--- src/rtl/mips150_fetch.sv ---
// MIPS150 instruction-fetch stage: owns the PC, drives a 1-cycle synchronous imem, registers Instr/PC_D.
// Optional alignment checker enabled by defining MIPS150_FETCH_ALIGN_CHK_EN (adds fetch_misalign).
module mips150_fetch #(
   parameter logic [31:0] RESET_PC = 32'h4000_0000,
   parameter int          IMEM_AW  = 12
) (
   input  logic               clk,
   input  logic               rst_n,
   input  logic               stall,
   input  logic               flush,
   input  logic               redirect_valid,
   input  logic [31:0]        redirect_target,
   output logic               imem_en,
   output logic [IMEM_AW-1:0] imem_addr,
   input  logic [31:0]        imem_dout,
   output logic [31:0]        Instr,
   output logic [31:0]        PC_D,
   output logic [31:0]        PC_plus4_D,
   output logic               instr_valid
`ifdef MIPS150_FETCH_ALIGN_CHK_EN
   ,
   output logic               fetch_misalign
`endif
);

   typedef enum logic [1:0] {S_BOOT, S_RUN, S_HOLD} state_t;

   function automatic logic [31:0] pc_inc(input logic [31:0] pc);
      return pc + 32'd4;
   endfunction

   function automatic logic [31:0] word_align(input logic [31:0] addr);
      return addr & 32'hFFFF_FFFC;
   endfunction

   state_t      state_q, state_d;
   logic [31:0] pc_q, pc_d;
   logic        pend_v_q, pend_v_d;
   logic [31:0] pend_tgt_q, pend_tgt_d;
   logic [31:0] pc_p0, pc_p0_d;
   logic [31:0] hold_word_p1, hold_word_d;
   logic        vld_hold_p1, vld_hold_d;
   logic [31:0] instr_d, pc_d_d, pc_plus4_d_d;
   logic        instr_valid_d;
   logic        fetch_en;
   logic [31:0] fetch_pc;
   logic [31:0] tgt;
   logic [31:0] cap_word;
   logic        cap_v;

   // A pending redirect replaces the sequential PC as soon as fetch resumes.
   assign fetch_pc  = pend_v_q ? pend_tgt_q : pc_q;
   assign tgt       = word_align(redirect_target);
   assign imem_en   = rst_n & fetch_en;
   assign imem_addr = rst_n ? fetch_pc[IMEM_AW+1:2] : RESET_PC[IMEM_AW+1:2];

   always_comb begin
      state_d       = state_q;
      pc_d          = pc_q;
      pend_v_d      = pend_v_q;
      pend_tgt_d    = pend_tgt_q;
      pc_p0_d       = pc_p0;
      hold_word_d   = hold_word_p1;
      vld_hold_d    = vld_hold_p1;
      instr_d       = Instr;
      pc_d_d        = PC_D;
      pc_plus4_d_d  = PC_plus4_D;
      instr_valid_d = instr_valid;
      fetch_en      = 1'b0;
      cap_word      = imem_dout;
      cap_v         = 1'b1;
      case (state_q)
         S_BOOT: begin
            fetch_en = 1'b1;
            pc_p0_d  = pc_q;
            pc_d     = pc_inc(pc_q);
            if (redirect_valid) begin
               pend_v_d   = 1'b1;
               pend_tgt_d = tgt;
            end
            state_d = S_RUN;
         end
         default: begin
            // In S_HOLD the word that arrived during the stall lives in the hold register.
            if (state_q == S_HOLD) begin
               cap_word = hold_word_p1;
               cap_v    = vld_hold_p1;
            end
            if (flush) begin
               instr_d       = 32'h0;
               instr_valid_d = 1'b0;
               pc_d_d        = pc_p0;
               pc_plus4_d_d  = pc_inc(pc_p0);
               vld_hold_d    = 1'b0;
            end else if (!stall && cap_v) begin
               instr_d       = cap_word;
               instr_valid_d = 1'b1;
               pc_d_d        = pc_p0;
               pc_plus4_d_d  = pc_inc(pc_p0);
            end
            if (!stall) begin
               fetch_en   = 1'b1;
               pc_p0_d    = fetch_pc;
               pc_d       = redirect_valid ? tgt : pc_inc(fetch_pc);
               pend_v_d   = 1'b0;
               vld_hold_d = 1'b0;
               state_d    = S_RUN;
            end else begin
               if (!flush) begin
                  hold_word_d = cap_word;
                  vld_hold_d  = cap_v;
               end
               if (redirect_valid) begin
                  pend_v_d   = 1'b1;
                  pend_tgt_d = tgt;
               end
               state_d = S_HOLD;
            end
         end
      endcase
   end

   // p0: fetch issued to imem / p1: word held during stall / decode outputs
   always_ff @(posedge clk or negedge rst_n) begin
      if (!rst_n) begin
         state_q      <= S_BOOT;
         pc_q         <= RESET_PC;
         pend_v_q     <= 1'b0;
         pend_tgt_q   <= 32'h0;
         pc_p0        <= RESET_PC;
         hold_word_p1 <= 32'h0;
         vld_hold_p1  <= 1'b0;
         Instr        <= 32'h0;
         PC_D         <= RESET_PC;
         PC_plus4_D   <= pc_inc(RESET_PC);
         instr_valid  <= 1'b0;
      end else begin
         state_q      <= state_d;
         pc_q         <= pc_d;
         pend_v_q     <= pend_v_d;
         pend_tgt_q   <= pend_tgt_d;
         pc_p0        <= pc_p0_d;
         hold_word_p1 <= hold_word_d;
         vld_hold_p1  <= vld_hold_d;
         Instr        <= instr_d;
         PC_D         <= pc_d_d;
         PC_plus4_D   <= pc_plus4_d_d;
         instr_valid  <= instr_valid_d;
      end
   end

`ifdef MIPS150_FETCH_ALIGN_CHK_EN
   // Sticky: once a misaligned target is seen, only reset clears it.
   always_ff @(posedge clk or negedge rst_n) begin
      if (!rst_n) begin
         fetch_misalign <= 1'b0;
      end else if (redirect_valid && (redirect_target[1:0] != 2'b00)) begin
         fetch_misalign <= 1'b1;
      end
   end
`endif

endmodule

--- config.mk ---
export PLATFORM = sky130hd
export DESIGN_NAME = mips150_fetch
export DESIGN_NICKNAME = d
export VERILOG_FILES = /design/src/rtl/mips150_fetch.sv
export SDC_FILE = /design/constraint.sdc
export NUM_CORES = 1
export LEC_CHECK = 0
export BUFFER_PORTS_ARGS = -buffer_cell sky130_fd_sc_hd__buf_2
export CAP_MARGIN = 10
export CORE_UTILIZATION = 58
export CTS_CLUSTER_DIAMETER = 40
export CTS_CLUSTER_SIZE = 30
export DETAILED_ROUTE_END_ITERATION = 16
export PLACE_DENSITY = 0.89
export REMOVE_ABC_BUFFERS = 1
export SYNTH_ARGS = -nofsm -noshare
export SYNTH_HDL_FRONTEND = slang
export SYNTH_SLANG_ARGS = --single-unit
export TNS_END_PERCENT = 20
--- constraint.sdc ---
create_clock -name clk -period 3 [get_ports clk]
set_input_delay 0.45 -clock clk [delete_from_list [all_inputs] [get_ports clk]]
set_output_delay 0.45 -clock clk [all_outputs]
set_load 0.05 [all_outputs]
# [Word level (Yosys, flattened, before mapping)]
# Cells that the tools add are included.
[totals] reg_bits=229 inputBits=69
[op_classes] n_bitwise=3 eq_ne=2 reduce_logical=7 add_sub_neg=3 muxes=30
[op_table] op="32-bit two-way mux" n=16
[op_table] op="32-bit by 3-bit adder with 32-bit output, second input constant" n=3
[op_table] op="12-bit two-way mux" n=1
[op_table] op="1-bit two-way mux" n=11
[op_table] op="2-bit two-way mux" n=2
[op_table] op="2-bit nonzero test" n=2
[op_table] op="3-bit AND reduction" n=1
[op_table] op="2-bit equality test, second input constant" n=1
[op_table] op="2-bit logical NOT" n=1
[op_table] op="2-bit by 1-bit inequality test with 1-bit output, second input constant" n=1
[op_table] op="1-bit NOT" n=2
[op_table] op="2-bit AND reduction" n=1
[op_table] op="1-bit bitwise AND" n=1
[op_table] op="1-bit logical AND" n=1
[op_table] op="1-bit logical NOT" n=1

# [Logic depth before layout (Yosys ltp)]
# Gate-level depths: netlist of the first run.
[logic_depth] depth_word=6 mapped_depth=11 mapped_depth_nobuf=8

# [Worst setup path before layout of the first run]
# No wires, ideal clock.
[synth_timing] path_kind="flip-flop to flip-flop" startpoint="reg pend_v_q" endpoint="reg pc_q[20]" slack_ps=385 stages_incl_launch_ff=12 synth_period_minus_slack_ps=2615 path_buffers=3 arrival_ps=2489 setup_ps=126 cell_sequence="dfrtp_1 buf_2 buf_2 buf_2 mux2_2 ha_1 inv_1 a211oi_4 nand2_4 nor2_1 mux2i_1 o32a_1"
[synth_between] elab_chain_len=5
[synth_rtl] item="start: declaration" line="38" text="logic pend_v_q, pend_v_d;"
[synth_rtl] item="start signal: assignment" line="140" text="pend_v_q <= pend_v_d;"
[synth_rtl] item="32-bit two-way mux" line="52" text="assign fetch_pc = pend_v_q ? pend_tgt_q : pc_q;"
[synth_rtl] item="32-bit by 3-bit adder with 32-bit output" line="29" text="return pc + 32'd4;"
[synth_rtl] item="32-bit two-way mux" line="104" text="pc_d = redirect_valid ? tgt : pc_inc(fetch_pc);"
[synth_rtl] item="32-bit two-way mux" line="101" text="if (!stall) begin"
[synth_rtl] item="32-bit two-way mux" line="72" text="case (state_q)"
[synth_rtl] item="end signal: assignment" line="139" text="pc_q <= pc_d;"
[synth_rtl] item="end: declaration" line="37" text="logic [31:0] pc_q, pc_d;"
# No other way between the ends. The select of a mux whose other input is x is not followed.
# A chain may end at the register's enable or synchronous reset.

# [Worst setup path after layout of the first run]
[layout_timing] startpoint="reg pend_v_q" endpoint="out imem_addr[9]"
[layout_between] elab_chain_len=2
[layout_rtl] item="32-bit two-way mux" line="52"
[layout_rtl] item="12-bit two-way mux" line="55" text="assign imem_addr = rst_n ? fetch_pc[IMEM_AW+1:2] : RESET_PC[IMEM_AW+1:2];"
[layout_rtl] item="end: declaration" line="14" text="output logic [IMEM_AW-1:0] imem_addr,"
# No other way between the ends.

==> metrics.md, run 1 <==
| Metric | Value |
|---|---|
| Share of post-route cells with drive strength above 1 | between 20% and 30% |
| Max-Slew Margin vs Limit | 34.68% |
| Die Span Y | 143.9 microns |
| Crit-path max FO | 35 |
| Startpoint Class | flop |
| HP Class | in -> reg |
| Number of synthesized register bits | 225 |
| Post-synth top area share | between 40% and 50% |
| Initial DRC Count | 948 |
| Final TNS setup | 0 ns |
| Initial antenna violation count | 1 |
| I/O Buffers | ~180 |
| Nets@finish | 1396 |
| Skew final | 0.009990 ns |
| Data required, critical path | 2.55 ns |
| Vias post-DR | 9982 |
| WL met3 | 2987 microns |
| CTS tree | done |
| DR pass1 iterations | 8 |
| CP Cell Sequence | buf_4 > nor2b_1 > a21oi_1 > nor2b_1 > buf_2 |
| Final non-filler cell total | 1614 |
| Setup slack after layout | ~0.091 ns |
| CTS Sinks | around 230 |
| Vias in the first global route | 9872 |
| Final period util | a little over nine tenths |
| CP top delay family | flip-flops |
| Mean Syn Cell Area | 10.09 sq um |
| Worst Max-Slew Pin Slew | 0.9797 ns |
| CTS clock-pin slew for the worst setup and hold paths | roughly 0.060 ns |
| Mapped Area | 11680 sq um |
| Largest stage delay, worst path | about 0.65 ns |
| Synth area leader | dfrtp_1 |
| Hpwl dp | around 22000 microns |
| Initial Util | 59.62% |
| Max Cap Viol | 0 |
| GRT Residual Overflow | 0 |
| Core area | 19590 sq um |
| Synth area leaders | dfrtp_1 (47%), mux2_2 (9.6%), mux2i_1 (5.1%), o21ai_0 (4.6%), nand2_1 (4.0%) |
| Wire per inst | 20.03 microns |
| CTS buffer count | 31 |
| Post-Syn Instances | about 1.2k |
| Overall power | 11.63 mW |
| Final Slew Violations | 0 |
| Post-synth top flop | dfrtp_1 |
| WP data arrival | ~2.5 ns |
| Min Tclk post-route | 2.909 ns |
| Post-DR vias/cell | 6.185 |
| Layout area overhead | 19.36% |
| Pwr dens | 834.3 nW/um^2 |
| Clock Path Buffers | 3 |
| Final instance area | 13940 sq um |
| DRC | 0 |
| Final wirelength | 32330 microns |
| WP buf/inv | 2 |
| Ys Warns | 0 |
| Die Wd | 143.9 microns |
| Post-CTS setup buffer count | 0 |
| Htree depth | 1 |
| Post-synthesis cell type count | between 70 and 80 |
| EDFF count, synth | 0 |
| Root Buffer | clkbuf_16 |
| Metal-1 WL | about 13000 microns |
| Site Rows | 51 |
| Endpoint type of the worst setup path | output port |
| Most frequent CP cell | nor2b_1 |
| Uppermost routed layer | met4 |
| Gpl congestion | 0.9457 |
| Largest net degree at the start of global routing | 189 |
| Asr flop ratio synth | 100.0% |
| Crit Path Class | reg -> out |
| Max Clk Rate | 343.8 MHz |
| Dpl ws | 0.4419 ns |
| First-pass GRT wire length | 51000 microns |
| Area of placed instances | roughly 13000 sq um |
| Antenna viol nets, final | 0 |
| Tot GR Track Use | 31.77% |
| Die Area | 20710 sq um |
| Fillers | 1416 |
| Final Setup Violations | 0 |
| DP Cell Count | 1555 |
| RSZ-0062 raised after global routing | false |
| # IOs | about 180 |
| Clk_lat worst skew | 0.55 ns |
| Status | finished clean |
| Register area share after synthesis | 48.26% |
| Routed wl met2 | 15210 microns |
| Final hold vios | 0 |
| Max IR drop VDD | approximately 480 uV |
| Leak pwr | 6.370 nW |
| CP max stage cell | dfrtp_4 |
cell usage after synthesis, types with 3 or more instances:
library cell	number
clkbuf_1	44
buf_1	8
nor4_1	8
a221o_1	3
or2_2	3
nor3_1	14
dfrtp_1	220
a22oi_1	18
nand4b_1	4
mux2_2	100
nor2b_1	22
nand3_1	44
mux2i_1	59
or3_1	5
o22ai_1	8
and4_1	3
o21ai_0	107
nand2b_1	3
xnor2_1	31
dfstp_2	5
nor2_1	61
nand3b_1	8
ha_1	3
a31oi_1	5
nand4_1	17
a21oi_1	73
a21o_1	3
a211oi_1	5
and3_1	15
xor2_1	28
buf_2	18
nand2_1	123
o211ai_1	5
o21a_1	5
and2_1	9
buf_4	4
a221oi_1	3
buf_6	3
inv_1	19
routing by layer:
| metal | vias to the layer above | track usage, % |
|---|---|---|
| met4 | 0 | 13.72 |
| li1 | 4515 | - |
| met2 | 522 | 51.21 |
| met1 | 4847 | 41.79 |
| met5 | - | 0 |
| met3 | 98 | 6.065 |
layout by cell type (no fill, tap or decap), types with 4 or more instances in the layout:
cell type  instances
and3_1            15
inv_6              9
o22ai_1            8
or3_1              5
dfrtp_1          219
nor2b_1           22
nand3_1           44
o21ai_0          107
dfstp_2            5
nor2_1            60
nand2_1          123
buf_2            175
o211ai_1           5
o21a_1             5
xor2_1            28
nand4b_1           4
nand4_1           17
nor4_1             8
xnor2_1           31
nor3_1            14
nand3b_1           8
buf_4             31
clkinv_4           4
a31oi_1            5
inv_1             19
mux2i_1           59
a22oi_1           18
mux2_2           100
a21oi_1           73
clkbuf_16         31
and2_1             9
a211oi_1           5
report_power, final:
group | switching (mW) | internal, mW | leakage (nW)
combinational | 2.38 | 1.09 | 3.12
sequential | 0.702 | 3.71 | 2.72
clock | 1.51 | 2.25 | 0.533
total | 4.59 | 7.04 | 6.37
final timing paths:
| check | cells past startpoint | slack [ns] | to | startpoint |
|---|---|---|---|---|
| min in group asynchronous | 2 | 0.46 | pc_p0[10]$_DFFE_PN0N_ | rst_n |
| worst max register to register | 8 | 0.51 | pc_q[20]$_DFFE_PN0N_ | pend_v_q$_DFF_PN0_ |
| worst max-delay path | 5 | 0.09 | imem_addr[9] | pend_v_q$_DFF_PN0_ |
| max in group asynchronous | 3 | 1.24 | pend_tgt_q[14]$_DFFE_PN0P_ | rst_n |
| worst min-delay path | 2 | 0.15 | hold_word_p1[11]$_DFFE_PN0P_ | imem_dout[11] |
| worst min register to register | 2 | 0.47 | Instr[9]$_DFFE_PN0P_ | Instr[9]$_DFFE_PN0P_ |
logic make-up after synthesis:
logic type / count (synthesis) / synth area share (%)
AND/OR/NAND/NOR: 355 / 15.32
AO/OA/AOI/OAI: 261 / 13.38
flip-flops: 225 / 48.26
multiplexers: 159 / 14.70
buffers and inverters: 96 / 3.599
XOR/XNOR: 59 / 4.424
adder cells (fa/ha/maj): 3 / 0.3214
repair_timing:
action,CTS,global route
hold buffers,1,0
resized for setup,0,1
endpoints found under the setup margin,0,2
hold endpoints to repair,37,0
per-stage QoR:
stage	hold slack, ns	util (%)
after floorplan	0.1544	-
after global placement	0.3720	65.56
after detailed placement	0.3724	65.56
after CTS	0.1396	71.14
after global routing	0.1449	71.16
final	0.1487	71.16
flip-flops by register name, indices dropped and copies added, names as in the netlist:
name and flops:
Instr 32, PC_D 32, PC_plus4_D 30, hold_word_p1 32, instr_valid 1, pc_p0 32, pc_q 32, pend_tgt_q 30
pend_v_q 1, state_q 2, vld_hold_p1 1
layout make-up:
type,count,area (sq um),area share (%)
antenna,1,2.502,0.01795
clock buffer,32,789.5,5.663
sequential,225,5640,40.46
clock inverter,25,292.8,2.100
timing repair buffer,210,1174,8.419
tap,265,331.6,2.378
multi-input combinational,837,5639,40.45
inverter,19,71.32,0.5116
(Power assumes the default switching activity.)
==> inputs of run 2 (changes only) <==
--- a/config.mk
+++ b/config.mk
@@ -5,6 +5,7 @@
 export SDC_FILE = /design/constraint.sdc
 export NUM_CORES = 1
 export LEC_CHECK = 0
+export ABC_AREA = 1
 export BUFFER_PORTS_ARGS = -buffer_cell sky130_fd_sc_hd__buf_2
 export CAP_MARGIN = 10
 export CORE_UTILIZATION = 58
==> metrics.md, run 2 <==
| Metric | Value |
|---|---|
| Status | finished clean (unchanged) |
| Max Clk Rate | 367.9 MHz (was 343.8 MHz) |
| Post-Syn Instances | 1555 (was 1158) |
| Skew final | 0.03064 ns (was 0.009990 ns) |
| Register area share after synthesis | 46.42% (was 48.26%) |
| Final Setup Violations | 0 (unchanged) |
| I/O Buffers | 176 (unchanged) |
| Final instance area | 14280 sq um (was 13940 sq um) |
| RSZ-0062 raised after global routing | false (unchanged) |
| Layout area overhead | 17.61% (was 19.36%) |
| Synth area leaders | dfrtp_1 (45%), nand2_1 (15%), o21ai_0 (5.9%), inv_1 (4.0%), nor2_1 (3.6%) (was dfrtp_1 (47%), mux2_2 (9.6%), mux2i_1 (5.1%), o21ai_0 (4.6%), nand2_1 (4.0%)) |
| Worst Min Path Start | redirect_target[3] (was imem_dout[11]) |
| Final period util | 90.60% (was 96.96%) |
| DRC | 0 (unchanged) |
| Clock Path Buffers | 3 (unchanged) |
| # IOs | 179 (unchanged) |
| Htree depth | 1 (unchanged) |
| Clk_lat worst skew | 0.56 ns (was 0.55 ns) |
| Die Area | 21520 sq um (was 20710 sq um) |
| Worst r2r src | state_q[0]$_DFF_PN0_ (was pend_v_q$_DFF_PN0_) |
| Share of post-route cells with drive strength above 1 | 19.49% (was 29.23%) |
| Post-DR vias/cell | 5.747 (was 6.185) |
| Root Buffer | clkbuf_16 (unchanged) |
| Mean Syn Cell Area | 7.809 sq um (was 10.09 sq um) |
| Wire per inst | 17.81 microns (was 20.03 microns) |
| First-pass GRT wire length | 57000 microns (was 51000 microns) |
| Asr flop ratio synth | 100.0% (unchanged) |
| Overall power | 11.36 mW (was 11.63 mW) |
| Gpl congestion | 0.9919 (was 0.9457) |
| CP max stage cell | dlygate4sd3_1 (was dfrtp_4) |
| Max-Slew Margin vs Limit | 43.14% (was 34.68%) |
| Post-synth top area share | 45.34% (was 47.13%) |
| HP Class | in -> reg (unchanged) |
| Area of placed instances | 13240 sq um (was 12840 sq um) |
| CTS clock-pin slew for the worst setup and hold paths | 0.07 ns (was 0.06 ns) |
| Nets@finish | 1788 (was 1396) |
| Most frequent cells in the layout | nand2_1 (500), dfrtp_1 (220), buf_2 (175), o21ai_0 (143), inv_1 (130) (was dfrtp_1 (219), buf_2 (175), nand2_1 (123), o21ai_0 (107), mux2_2 (100)) |
| Crit-path max FO | 44 (was 35) |
| Die Span Y | 146.7 microns (was 143.9 microns) |
| Crit path from | rst_n (was pend_v_q$_DFF_PN0_) |
| Initial antenna violation count | 1 (unchanged) |
| Tot GR Track Use | 33.32% (was 31.77%) |
| Synth top cells by count | nand2_1 (500), dfrtp_1 (220), o21ai_0 (143), inv_1 (130), nor2_1 (115) (was dfrtp_1 (220), nand2_1 (123), o21ai_0 (107), mux2_2 (100), a21oi_1 (73)) |
| DR pass1 iterations | 5 (was 8) |
| Data required, critical path | 2.55 ns (about the same) |
| Final hold vios | 0 (unchanged) |
| Final wirelength | 35790 microns (was 32330 microns) |
| Post-synthesis cell type count | 52 (was 72) |
| Largest net degree at the start of global routing | 118 (was 189) |
| Post-synth top flop | dfrtp_1 (unchanged) |
| Min Tclk post-route | 2.718 ns (was 2.909 ns) |
| Top-count cell post-synth | nand2_1 (was dfrtp_1) |
| Number of synthesized register bits | 225 (unchanged) |
| Mapped Area | 12140 sq um (was 11680 sq um) |
| Most common cell after layout, fill and taps aside | nand2_1 (was dfrtp_1) |
| Crit Path Class | in -> out (was reg -> out) |
| Largest stage delay, worst path | 0.56 ns (was 0.65 ns) |
| EDFF count, synth | 0 (unchanged) |
| CTS buffer count | 29 (was 31) |
| WP data arrival | 2.27 ns (was 2.46 ns) |
| Core area | 20360 sq um (was 19590 sq um) |
| Ys Warns | 0 (unchanged) |
| CTS tree | done (unchanged) |
| Die Wd | 146.7 microns (was 143.9 microns) |
| Worst Max-Slew Pin Slew | 0.8529 ns (was 0.9797 ns) |
| Final Slew Violations | 0 (unchanged) |
| Site Rows | 52 (was 51) |
| Final TNS setup | 0 ns (unchanged) |
| Diodes inserted | 0 (was 1) |
| Startpoint Class | input pin (was flop) |
| Antenna viol nets, final | 0 (unchanged) |
| Leak pwr | 7.040 nW (was 6.370 nW) |
| Vias post-DR | 11.55k (was 9982) |
| Synth area leader | dfrtp_1 (unchanged) |
| Initial Util | 59.63% (was 59.62%) |
| WHS | 0.1433 ns (was 0.1487 ns) |
| GRT Residual Overflow | 0 (unchanged) |
| Max Cap Viol | 0 (unchanged) |
| Max IR drop VDD | 601.8 uV (was 476.6 uV) |
| CP Cell Sequence | dlygate4sd3_1 > buf_8 > inv_1 > a21oi_1 > buf_2 (was buf_4 > nor2b_1 > a21oi_1 > nor2b_1 > buf_2) |
| Endpoint type of the worst setup path | output port (unchanged) |
| Pwr dens | 795.2 nW/um^2 (was 834.3 nW/um^2) |
| Vias in the first global route | 11.10k (was 9872) |
| CTS Sinks | 225 (unchanged) |
| Initial DRC Count | 1097 (was 948) |
| Hpwl dp | 24880 microns (was 22240 microns) |
| Fillers | 1549 (was 1416) |
## run 2: layer usage
metal | GRT usage (%) | routed length [microns] | share of wire, % | up-vias
met5 | 0 | 9 | 0.025 | -
met4 | 11.67 | 1082 | 3.0 | 2
met3 | 5.280 | 3546 | 9.9 | 94
met2 | 53.65 | 16590 | 46 | 700
met1 | 45.93 | 14560 | 41 | 5388
li1 | - | - | - | 5362
## run 2: repair_timing
item	CTS	global route
setup buffers	0	0
resized for setup	0	0
hold buffers	1	0
endpoints found under the hold margin	41	0
## run 2: cells by family after synthesis
family / share of synthesized area (%)
buf+inv: 7.141
flops: 46.42
fa+ha+maj: 0.3092
xor+xnor: 3.029
compound gates: 12.58
mux: 3.101
simple gates: 27.42
## run 2: worst max-delay path, delay by kind of cell
family	cells	cell delay, ns
buf+inv	4	1.50
compound gates	1	0.27
## run 2: where the power goes
part	internal [mW]	switching [mW]
logic	0.880	2.63
registers	3.65	0.541
clock network	2.14	1.51
## run 2: path summary, 6_finish.rpt
kind | endpoint | slack [ns] | depth (start not counted)
max in group asynchronous | pc_q[20]$_DFFE_PN0N_ | 1.43 | 3
min reg2reg | PC_D[19]$_DFFE_PN0P_ | 0.47 | 2
min | pend_tgt_q[3]$_DFFE_PN0P_ | 0.14 | 2
min in group asynchronous | hold_word_p1[6]$_DFFE_PN0P_ | 0.38 | 2
max reg2reg | Instr[8]$_DFFE_PN0P_ | 0.58 | 10
max | imem_addr[1] | 0.28 | 5
## run 2: metrics by stage
step / setup WS [ns] / util [%] / std cells
floorplan: -1.527 / - / 1483
global placement: 0.6770 / 65.00 / 1954
detailed placement: 0.6245 / 65.00 / 1954
CTS: 0.2755 / 70.13 / 2009
global route: 0.1596 / 70.13 / 2009
finish: 0.2819 / 70.13 / 2009
## run 2: final cells by class
cell class	instances	area (sq um)	share of cell area, %
sequential	225	5637	39.47
inverter	136	511.7	3.583
clock buffer	30	739.5	5.178
clock inverter	24	295.3	2.068
tap	270	337.8	2.366
multi-input combinational	1122	5647	39.54
timing repair buffer	202	1114	7.797
